`config.mk`:
```
export PLATFORM = sky130hd
export DESIGN_NAME = spi_controller
export DESIGN_NICKNAME = d
export VERILOG_FILES = /design/src/rtl/spi_pkg.sv /design/src/rtl/spi_clk_gen.sv /design/src/rtl/spi_controller.sv
export SDC_FILE = /design/constraint.sdc
export NUM_CORES = 1
export LEC_CHECK = 0
export CAP_MARGIN = 10
export CORE_MARGIN = 2
export CORE_UTILIZATION = 57
export DETAILED_ROUTE_END_ITERATION = 8
export PLACE_DENSITY = 0.88
export SLEW_MARGIN = 20
export SYNTH_ARGS = -nofsm -noshare
export SYNTH_HDL_FRONTEND = slang
export SYNTH_HIERARCHICAL = 1
export SYNTH_SLANG_ARGS = --single-unit
```
`constraint.sdc`:
```
create_clock -name clk -period 6.7 [get_ports clk]
set_input_delay 1.34 -clock clk [delete_from_list [all_inputs] [get_ports clk]]
set_output_delay 1.34 -clock clk [all_outputs]
set_load 0.01 [all_outputs]
```
`src/rtl/spi_pkg.sv`:
```
// Shared types and constants for the SPI register-write initiator.
// Latency: n/a (package only).
// Backpressure: n/a (package only).
package spi_pkg;

    typedef enum logic [1:0] {
        IDLE  = 2'd0,
        SHIFT = 2'd1,
        HOLD  = 2'd2,
        GAP   = 2'd3
    } spi_state_t;

    localparam int FRAME_BITS = 16;
    localparam int ADDR_W     = 7;
    localparam int DATA_W     = 8;
    localparam int WRITE_BIT  = 15;

    localparam logic [ADDR_W-1:0] EN_OUT_LO = 7'h00;
    localparam logic [ADDR_W-1:0] EN_OUT_HI = 7'h01;
    localparam logic [ADDR_W-1:0] EN_PWM_LO = 7'h02;
    localparam logic [ADDR_W-1:0] EN_PWM_HI = 7'h03;
    localparam logic [ADDR_W-1:0] PWM_DUTY  = 7'h04;

    function automatic logic [FRAME_BITS-1:0] make_frame(
        input logic              w,
        input logic [ADDR_W-1:0] addr,
        input logic [DATA_W-1:0] data
    );
        return {w, addr, data};
    endfunction

endpackage

```
`src/rtl/spi_clk_gen.sv`:
```
// Half-period timer: pulses phase_tick on the last cycle of every CLK_DIV-cycle phase.
// Latency: first tick CLK_DIV cycles after start rises; counter held at zero while start is low.
// Backpressure: none; free-running while start is high.
module spi_clk_gen #(
    parameter int CLK_DIV = 4
) (
    input  logic clk,
    input  logic rst,
    input  logic start,
    output logic phase_tick
);

    localparam int               CNT_W = $clog2(CLK_DIV);
    localparam logic [CNT_W-1:0] LAST  = CNT_W'(CLK_DIV - 1);

    logic [CNT_W-1:0] cnt;

    always_ff @(posedge clk or posedge rst) begin
        if (rst) begin
            cnt <= '0;
        end else if (!start || cnt == LAST) begin
            cnt <= '0;
        end else begin
            cnt <= cnt + CNT_W'(1);
        end
    end

    assign phase_tick = start && (cnt == LAST);

endmodule

```
`src/rtl/spi_controller.sv`:
```
// Mode-0 SPI initiator sending 16-bit {W,addr,data} frames; optional readback via `SPI_CTRL_READ_EN.
// Latency: nCS low from the cycle after accept for 33*CLK_DIV cycles, done one cycle later, ready again after CLK_DIV more.
// Backpressure: req_ready is high only in IDLE; requests at any other time are ignored.
module spi_controller
    import spi_pkg::*;
#(
    parameter int CLK_DIV = 4
) (
    input  logic              clk,
    input  logic              rst,
    input  logic              req_valid,
    output logic              req_ready,
    input  logic [ADDR_W-1:0] req_addr,
    input  logic [DATA_W-1:0] req_data,
`ifdef SPI_CTRL_READ_EN
    input  logic              req_we,
    input  logic              cipo,
    output logic [DATA_W-1:0] rsp_data,
`endif
    output logic              sclk,
    output logic              copi,
    output logic              ncs,
    output logic              busy,
    output logic              done
);

    if (CLK_DIV < 2) begin : g_bad_div
        $error("spi_controller: CLK_DIV must be at least 2");
    end

    spi_state_t            state, state_nxt;
    logic [FRAME_BITS-1:0] shreg, shreg_nxt;
    logic [4:0]            bit_cnt, bit_nxt;
    logic                  sclk_nxt, copi_nxt, ncs_nxt, done_nxt;
    logic                  phase_tick;
    logic                  wr_bit;
    logic [FRAME_BITS-1:0] frame;

`ifdef SPI_CTRL_READ_EN
    logic [DATA_W-1:0] rx_sh, rx_nxt, rsp_nxt;
    assign wr_bit = req_we;
`else
    assign wr_bit = 1'b1;
`endif

    assign frame = make_frame(wr_bit, req_addr, req_data);

    spi_clk_gen #(
        .CLK_DIV(CLK_DIV)
    ) u_clk_gen (
        .clk       (clk),
        .rst       (rst),
        .start     (state != IDLE),
        .phase_tick(phase_tick)
    );

    always_ff @(posedge clk or posedge rst) begin
        if (rst) begin
            state     <= IDLE;
            shreg     <= '0;
            bit_cnt   <= '0;
            sclk      <= 1'b0;
            copi      <= 1'b0;
            ncs       <= 1'b1;
            done      <= 1'b0;
            busy      <= 1'b0;
            req_ready <= 1'b0;
`ifdef SPI_CTRL_READ_EN
            rx_sh     <= '0;
            rsp_data  <= '0;
`endif
        end else begin
            state     <= state_nxt;
            shreg     <= shreg_nxt;
            bit_cnt   <= bit_nxt;
            sclk      <= sclk_nxt;
            copi      <= copi_nxt;
            ncs       <= ncs_nxt;
            done      <= done_nxt;
            busy      <= (state_nxt != IDLE);
            req_ready <= (state_nxt == IDLE);
`ifdef SPI_CTRL_READ_EN
            rx_sh     <= rx_nxt;
            rsp_data  <= rsp_nxt;
`endif
        end
    end

    always_comb begin
        state_nxt = state;
        shreg_nxt = shreg;
        bit_nxt   = bit_cnt;
        sclk_nxt  = sclk;
        copi_nxt  = copi;
        ncs_nxt   = ncs;
        done_nxt  = 1'b0;
`ifdef SPI_CTRL_READ_EN
        rx_nxt    = rx_sh;
        rsp_nxt   = rsp_data;
`endif
        case (state)
            IDLE: begin
                // req_ready already implies IDLE; outputs switch on the accept edge itself
                if (req_valid && req_ready) begin
                    state_nxt = SHIFT;
                    shreg_nxt = frame;
                    bit_nxt   = '0;
                    ncs_nxt   = 1'b0;
                    sclk_nxt  = 1'b0;
                    copi_nxt  = frame[WRITE_BIT];
                end
            end
            SHIFT: begin
                if (phase_tick) begin
                    if (!sclk) begin
                        sclk_nxt = 1'b1;
`ifdef SPI_CTRL_READ_EN
                        if (bit_cnt >= 5'd8) begin
                            rx_nxt = {rx_sh[DATA_W-2:0], cipo};
                        end
`endif
                    end else begin
                        sclk_nxt = 1'b0;
                        if (bit_cnt == 5'(FRAME_BITS - 1)) begin
                            state_nxt = HOLD;
                        end else begin
                            bit_nxt   = bit_cnt + 5'd1;
                            shreg_nxt = {shreg[FRAME_BITS-2:0], 1'b0};
                            copi_nxt  = shreg[WRITE_BIT-1];
                        end
                    end
                end
            end
            HOLD: begin
                if (phase_tick) begin
                    state_nxt = GAP;
                    ncs_nxt   = 1'b1;
                    copi_nxt  = 1'b0;
                    done_nxt  = 1'b1;
`ifdef SPI_CTRL_READ_EN
                    rsp_nxt   = rx_sh;
`endif
                end
            end
            GAP: begin
                if (phase_tick) begin
                    state_nxt = IDLE;
                end
            end
            default: begin
                state_nxt = IDLE;
            end
        endcase
    end

endmodule
```
==> metrics.md, run 1 <==
| Metric | Value |
|---|---|
| # fillers | `167` |
| Width of the chip | `56.4 um` |
| Number of inserted diodes | `0` |
| Final setup viols | `0` |
| Pre-CTS WS | `3.57 ns` |
| Total Wirelength | `2880 um` |
| IO buf count | `23` |
| Top cell type's share of synthesized area | `46.4%` |
| Starting DRT DRC Count | `22` |
| Cell area power density | `414 nW/um2` |
| Min setup slack post-route | `3.92 ns` |
| Gpl congestion | `0.808` |
| HPWL after DPL | `2020 um` |
| Sw Share | `33.6%` |
| Gr ovfl total | `0` |
| CP Data Arrival Time | `1.44 ns` |
| Post-Syn Nets | `151` |
| CP Max Fanout | `8` |
| Nets | `174` |
| Slew Limit Fails | `0` |
| First-pass GRT wire length | `5010 um` |
| Seq/Total Area, Yosys | `48.1%` |
| Crit path kind | `reg -> out` |
| Leading area contributor after synthesis | `dfrtp_1` |
| Setup TNS | `0 ns` |
| H-tree depth | `2` |
| Top delay family on crit path | `buffers and inverters` |
| Slowest CP cell | `clkdlybuf4s50_1` |
| Reg2reg start | `state[1]$_DFF_PP0_` |
| Final Total Pwr | `0.000765 W` |
| Clock Tree Buf Depth | `2` |
| Post-CTS Resized | `0` |
| Initial Utilization | `61.5%` |
| # Post-CTS Setup Buffers | `0` |
| Final hold vios | `0` |
| Io pins | `24` |
| Fin util | `72.7%` |
| TritonCTS clock tree | `yes` |
| Combinational share of power | `43.1%` |
| Core Box Area | `2540 um2` |
| Peak Freq | `360 MHz` |
| Slowest cell delay on critical path | `0.60 ns` |
| Worst-path clk slew | `0.08 ns` |
| Final Critical Period | `2.78 ns` |
| Max cap viols | `0` |
| Worst-path cell chain | `clkdlybuf4s50_1` |
| Worst setup SP type | `register` |
| Post-synthesis async set-or-reset flop share | `100%` |
| RSZ-0062 raised after global routing | `no` |
| Routed len/inst | `15.6 um` |
| Crit path required time | `5.36 ns` |
| Via count | `1085` |
| GRT Total Usage | `20.7%` |
| Number of synthesized flops with an enable pin | `0` |
| Largest net degree at the start of global routing | `34` |
| Slew margin rel. | `58.1%` |
| Largest cells by area after synthesis | `dfrtp_1 46%, mux2_2 17%, mux2_4 4.8%` |
| Switching power | `0.000257 W` |
| CTS sink cnt | `30` |
| Critical path origin | `sclk$_DFFE_PP0P_` |
| Avg Inst Size Synth | `12.0 um2` |
| Yosys cell types | `39` |
| Pre-Repair DR Iteration Count | `4` |
| Die area | `3180 um2` |
| Crit end category | `output pin` |
| Leakage power | `0.810 nW` |
| Share of cells above drive strength 1 | `29.2%` |
| WP buf/inv | `1` |
| VDD IR max | `291 uV` |
| #FFs+latches synth | `30` |
| Vias in the first global route | `1130` |
| Final worst clock skew | `0.0100 ns` |
| Cell internal pwr | `0.000508 W` |
| Worst hold margin | `0.456 ns` |
| Part of the cycle the worst path needs | `41.5%` |
| Synthesis-to-finish area growth | `18.2%` |
| Least-Margin Pin Slew | `0.627 ns` |
| Status | `finished, final reports clean` |
| Worst skew pair latency | `0.34 ns` |
| Mapped Area | `1560 um2` |
| Root Driver | `clkbuf_4` |
| Post-Synthesis Cells | `130` |
| Initial antenna violation count | `0` |
| Part of the power in registers | `42.1%` |
| DRC errors left | `0` |
| Hold-fix buffers at CTS | `0` |
| Num rows | `18` |
| Prevailing post-synth register cell | `dfrtp_1` |
| Via density | `5.90` |
| Die Y | `56.4 um` |
| Num CTS Buffers | `5` |
| Final ANT Viol Nets | `0` |
| Synth warn | `6` |
| Worst min-delay path startpoint | `u_clk_gen/cnt[0]$_DFF_PP0_` |
| Worst hold path class | `reg -> reg` |
| Clock power share | `14.8%` |
## kinds of logic after synthesis
family,count (synthesis),synth area share (%)
AOI/OAI and AO/OA,22,9.44
adders and majority gates,3,2.40
buffers and inverters,18,5.60
DFF,30,48.1
muxes,28,21.4
and+or+nand+nor,29,13.1
## area by class of cell
cell class / count / area (um2) / share of cell area, %
clock buffer: 7 / 55.1 / 2.98
clock inverter: 1 / 5.00 / 0.271
inverter: 10 / 37.5 / 2.03
multi-input combinational: 82 / 724 / 39.2
sequential: 30 / 752 / 40.7
tap: 30 / 37.5 / 2.03
timing repair buffer: 24 / 238 / 12.9
## power groups by stage
stage | logic [W] | registers (W) | clock network [W]
detailed placement | 0.000332 | 0.000325 | 0
global route | 0.000366 | 0.000332 | 0.000121
floorplan | 0.000263 | 0.000310 | 0
global placement | 0.000313 | 0.000317 | 0
CTS | 0.000334 | 0.000321 | 0.000114
finish | 0.000330 | 0.000322 | 0.000113
## cells in the mapped netlist, types with 2 or more instances
master / n
nor2_1: 2
nand3_1: 2
o21ai_0: 8
buf_2: 3
buf_1: 2
nand2_1: 7
dfrtp_1: 29
mux2_2: 23
clkbuf_1: 2
a21oi_1: 4
ha_1: 3
nand4_1: 5
inv_1: 10
mux2_4: 5
## flip-flops by register name (all words and copies together), names as in the netlist
register,count
done,1
bit_cnt,5
u_clk_gen/cnt,2
busy,1
req_ready,1
copi,1
shreg,15
sclk,1
state,2
ncs,1
## layout by cell type (no fill, tap or decap), drive strengths merged, types with 2 or more instances in the layout
| master | count |
|---|---|
| clkdlybuf4s50 | 23 |
| nand3 | 2 |
| nor2 | 2 |
| nand2 | 7 |
| a21oi | 5 |
| nor3b | 2 |
| and2 | 2 |
| clkbuf | 7 |
| nand4 | 5 |
| o21ai | 8 |
| dfrtp | 29 |
| mux2 | 28 |
| ha | 3 |
| inv | 10 |
## through the flow
| step | instance area, um2 | std cells |
|---|---|---|
| floorplan | 1560 | 130 |
| global placement | 1790 | 176 |
| detailed placement | 1790 | 176 |
| CTS | 1850 | 184 |
| global route | 1850 | 184 |
| finish | 1850 | 184 |
## worst paths after layout
path | endpoint | slack (ns) | cells past startpoint
setup reg to reg | shreg[6]$_DFFE_PP0P_ | 4.21 | 6
hold / removal | u_clk_gen/cnt[0]$_DFF_PP0_ | 0.46 | 1
setup / recovery | sclk | 3.92 | 1
hold reg to reg | u_clk_gen/cnt[0]$_DFF_PP0_ | 0.46 | 1
max in group asynchronous | shreg[10]$_DFFE_PP0P_ | 4.91 | 2
min in group asynchronous | u_clk_gen/cnt[1]$_DFF_PP0_ | 1.20 | 2
## routing by layer
metal,wire length (um),GRT usage [%]
met1,1200,24.3
met4,88,12.2
met2,1450,34.3
met5,0,0
met3,138,4.84
(Power assumes the default switching activity.)
==> run 2: changes to the inputs <==
--- a/config.mk
+++ b/config.mk
@@ -7,9 +7,9 @@
 export LEC_CHECK = 0
 export CAP_MARGIN = 10
 export CORE_MARGIN = 2
-export CORE_UTILIZATION = 57
+export CORE_UTILIZATION = 53
 export DETAILED_ROUTE_END_ITERATION = 8
-export PLACE_DENSITY = 0.88
+export PLACE_DENSITY = 0.83
 export SLEW_MARGIN = 20
 export SYNTH_ARGS = -nofsm -noshare
 export SYNTH_HDL_FRONTEND = slang
==> constraint.sdc (replaced) <==
create_clock -name clk -period 2.8 [get_ports clk]
set_input_delay 0.56 -clock clk [delete_from_list [all_inputs] [get_ports clk]]
set_output_delay 0.56 -clock clk [all_outputs]
set_load 0.01 [all_outputs]
==> run 2 against run 1 <==
  * Total power grew 130%
  * Critical path depth increased by 5
  * Utilization shrank 6.1 points
  * Die area increased by 7.0%
  * Clock power increased by 110%
  * Sequential share of layout area barely moved
  * Clock skew is 0.0040 ns lower
  * Non-clock buffer count is 2 higher
  * Via count decreased by 4.7%
  * Sequential cell count unchanged
  * Sequential power is 130% higher
  * Critical path type is now reg -> reg
  * Largest power group unchanged
  * Highest routed layer unchanged
==> metrics.md, run 2 (same netlist as run 1, synthesis figures left out) <==
| Metric | Value |
|---|---|
| Width of the chip | `58.3 um` |
| Worst-path clk slew | `0.08 ns` |
| Pre-CTS WS | `0.451 ns` |
| Worst skew pair latency | `0.32 ns` |
| Least-Margin Pin Slew | `0.619 ns` |
| Initial antenna violation count | `0` |
| H-tree depth | `2` |
| Starting DRT DRC Count | `30` |
| Sw Share | `33.0%` |
| Slew margin rel. | `58.7%` |
| TritonCTS clock tree | `yes` |
| Gpl congestion | `0.714` |
| Number of inserted diodes | `0` |
| Crit end category | `register` |
| Cell area power density | `960 nW/um2` |
| # Post-CTS Setup Buffers | `0` |
| Largest net degree at the start of global routing | `34` |
| Combinational share of power | `44.5%` |
| Gr ovfl total | `0` |
| Hold-fix buffers at CTS | `0` |
| Reg with most FFs | `shreg` |
| GRT Total Usage | `17.8%` |
| Min setup slack post-route | `0.441 ns` |
| IO buf count | `23` |
| Routed len/inst | `14.1 um` |
| Share of cells above drive strength 1 | `28.4%` |
| Num CTS Buffers | `5` |
| Number of flip-flops in the largest register | `15` |
| Crit path kind | `reg -> reg` |
| # fillers | `217` |
| Synthesis-to-finish area growth | `18.3%` |
| Io pins | `24` |
| Part of the cycle the worst path needs | `84.2%` |
| Vias in the first global route | `1068` |
| Peak Freq | `424 MHz` |
| CP Data Arrival Time | `2.57 ns` |
| Via density | `5.56` |
| Die Y | `58.3 um` |
| Num rows | `19` |
| Root Driver | `clkbuf_4` |
| Setup TNS | `0 ns` |
| Max cap viols | `0` |
| Slew Limit Fails | `0` |
| Commonest non-fill, non-tap cells in the layout | `29 x dfrtp_1, 23 x mux2_2, 23 x clkdlybuf4s50_1` |
| CTS sink cnt | `30` |
| Switching power | `0.000586 W` |
| Worst hold path class | `in -> async` |
| Clock Tree Buf Depth | `2` |
| VDD IR max | `682 uV` |
| Part of the power in registers | `42.4%` |
| Status | `finished, final reports clean` |
| CP Max Fanout | `19` |
| Via count | `1034` |
| Crit path required time | `3.01 ns` |
| Core Box Area | `2780 um2` |
| Pre-Repair DR Iteration Count | `4` |
| Final worst clock skew | `0.00607 ns` |
| Final ANT Viol Nets | `0` |
| Post-CTS Resized | `0` |
| Final hold vios | `0` |
| Clock power share | `13.1%` |
| Biggest regs | `shreg (15), bit_cnt (5)` |
| Final Critical Period | `2.36 ns` |
| HPWL after DPL | `1850 um` |
| Worst setup SP type | `register` |
| Leakage power | `0.812 nW` |
| Initial Utilization | `56.2%` |
| Final setup viols | `0` |
| Nets | `176` |
| Cell internal pwr | `0.00119 W` |
| RSZ-0062 raised after global routing | `no` |
| Commonest non-fill, non-tap cell in the layout | `dfrtp_1` |
| First-pass GRT wire length | `4470 um` |
| Total Wirelength | `2610 um` |
| Die area | `3400 um2` |
| DRC errors left | `0` |
-- run 2: power groups by stage --
stage | registers [W] | logic [W] | clock network, W
after floorplan | 0.000742 | 0.000629 | 0
after global placement | 0.000749 | 0.000767 | 0
after detailed placement | 0.000763 | 0.000803 | 0
after CTS | 0.000754 | 0.000803 | 0.000241
after global routing | 0.000778 | 0.000874 | 0.000261
final | 0.000753 | 0.000792 | 0.000232
-- run 2: path summary, 6_finish.rpt --
check,from,cells past startpoint,end,slack (ns)
max in group asynchronous,rst,3,ncs$_DFFE_PP1P_,1.87
hold / removal,rst,2,u_clk_gen/cnt[1]$_DFF_PP0_,0.41
setup reg to reg,bit_cnt[0]$_DFFE_PP0P_,6,shreg[8]$_DFFE_PP0P_,0.44
hold reg to reg,u_clk_gen/cnt[0]$_DFF_PP0_,1,u_clk_gen/cnt[0]$_DFF_PP0_,0.47
setup / recovery,bit_cnt[0]$_DFFE_PP0P_,6,shreg[8]$_DFFE_PP0P_,0.44
min in group clk,u_clk_gen/cnt[0]$_DFF_PP0_,1,u_clk_gen/cnt[0]$_DFF_PP0_,0.47
-- run 2: critical path, cell delays in order (launching register included) --
cell	delay, ns
dfrtp_1	0.42
ha_1	0.23
and3_1	0.19
ha_1	0.22
nand4b_4	0.23
a21oi_4	0.56
mux2_2	0.40
-- run 2: area by class of cell --
| class | count | area (um2) | area share (%) |
|---|---|---|---|
| Inverter | 10 | 37.5 | 2.03 |
| Tap cell | 31 | 38.8 | 2.10 |
| Clock buffer | 7 | 45.0 | 2.43 |
| Sequential cell | 30 | 752 | 40.6 |
| Timing Repair Buffer | 26 | 253 | 13.7 |
| Multi-Input combinational cell | 82 | 724 | 39.1 |
-- run 2: through the flow --
stage | total power (W) | hold WS (ns) | util (%) | std cells | area [um2]
2_1_floorplan | 0.00137 | 0.301 | - | 130 | 1560
5_1_grt | 0.00191 | 0.397 | 66.5 | 186 | 1850
3_5_place_dp | 0.00157 | 0.464 | 64.9 | 179 | 1810
3_3_place_gp | 0.00152 | 0.440 | 64.9 | 179 | 1810
6_report | 0.00178 | 0.410 | 66.5 | 186 | 1850
4_1_cts | 0.00180 | 0.400 | 66.5 | 186 | 1850
-- run 2: layer usage --
metal,share of wire [%],global-route usage [%],vias up
met5,0,0,-
met4,1.5,6.98,0
met3,4.2,7.25,5
met2,48,28.9,14
met1,46,21.0,504
li1,-,-,511
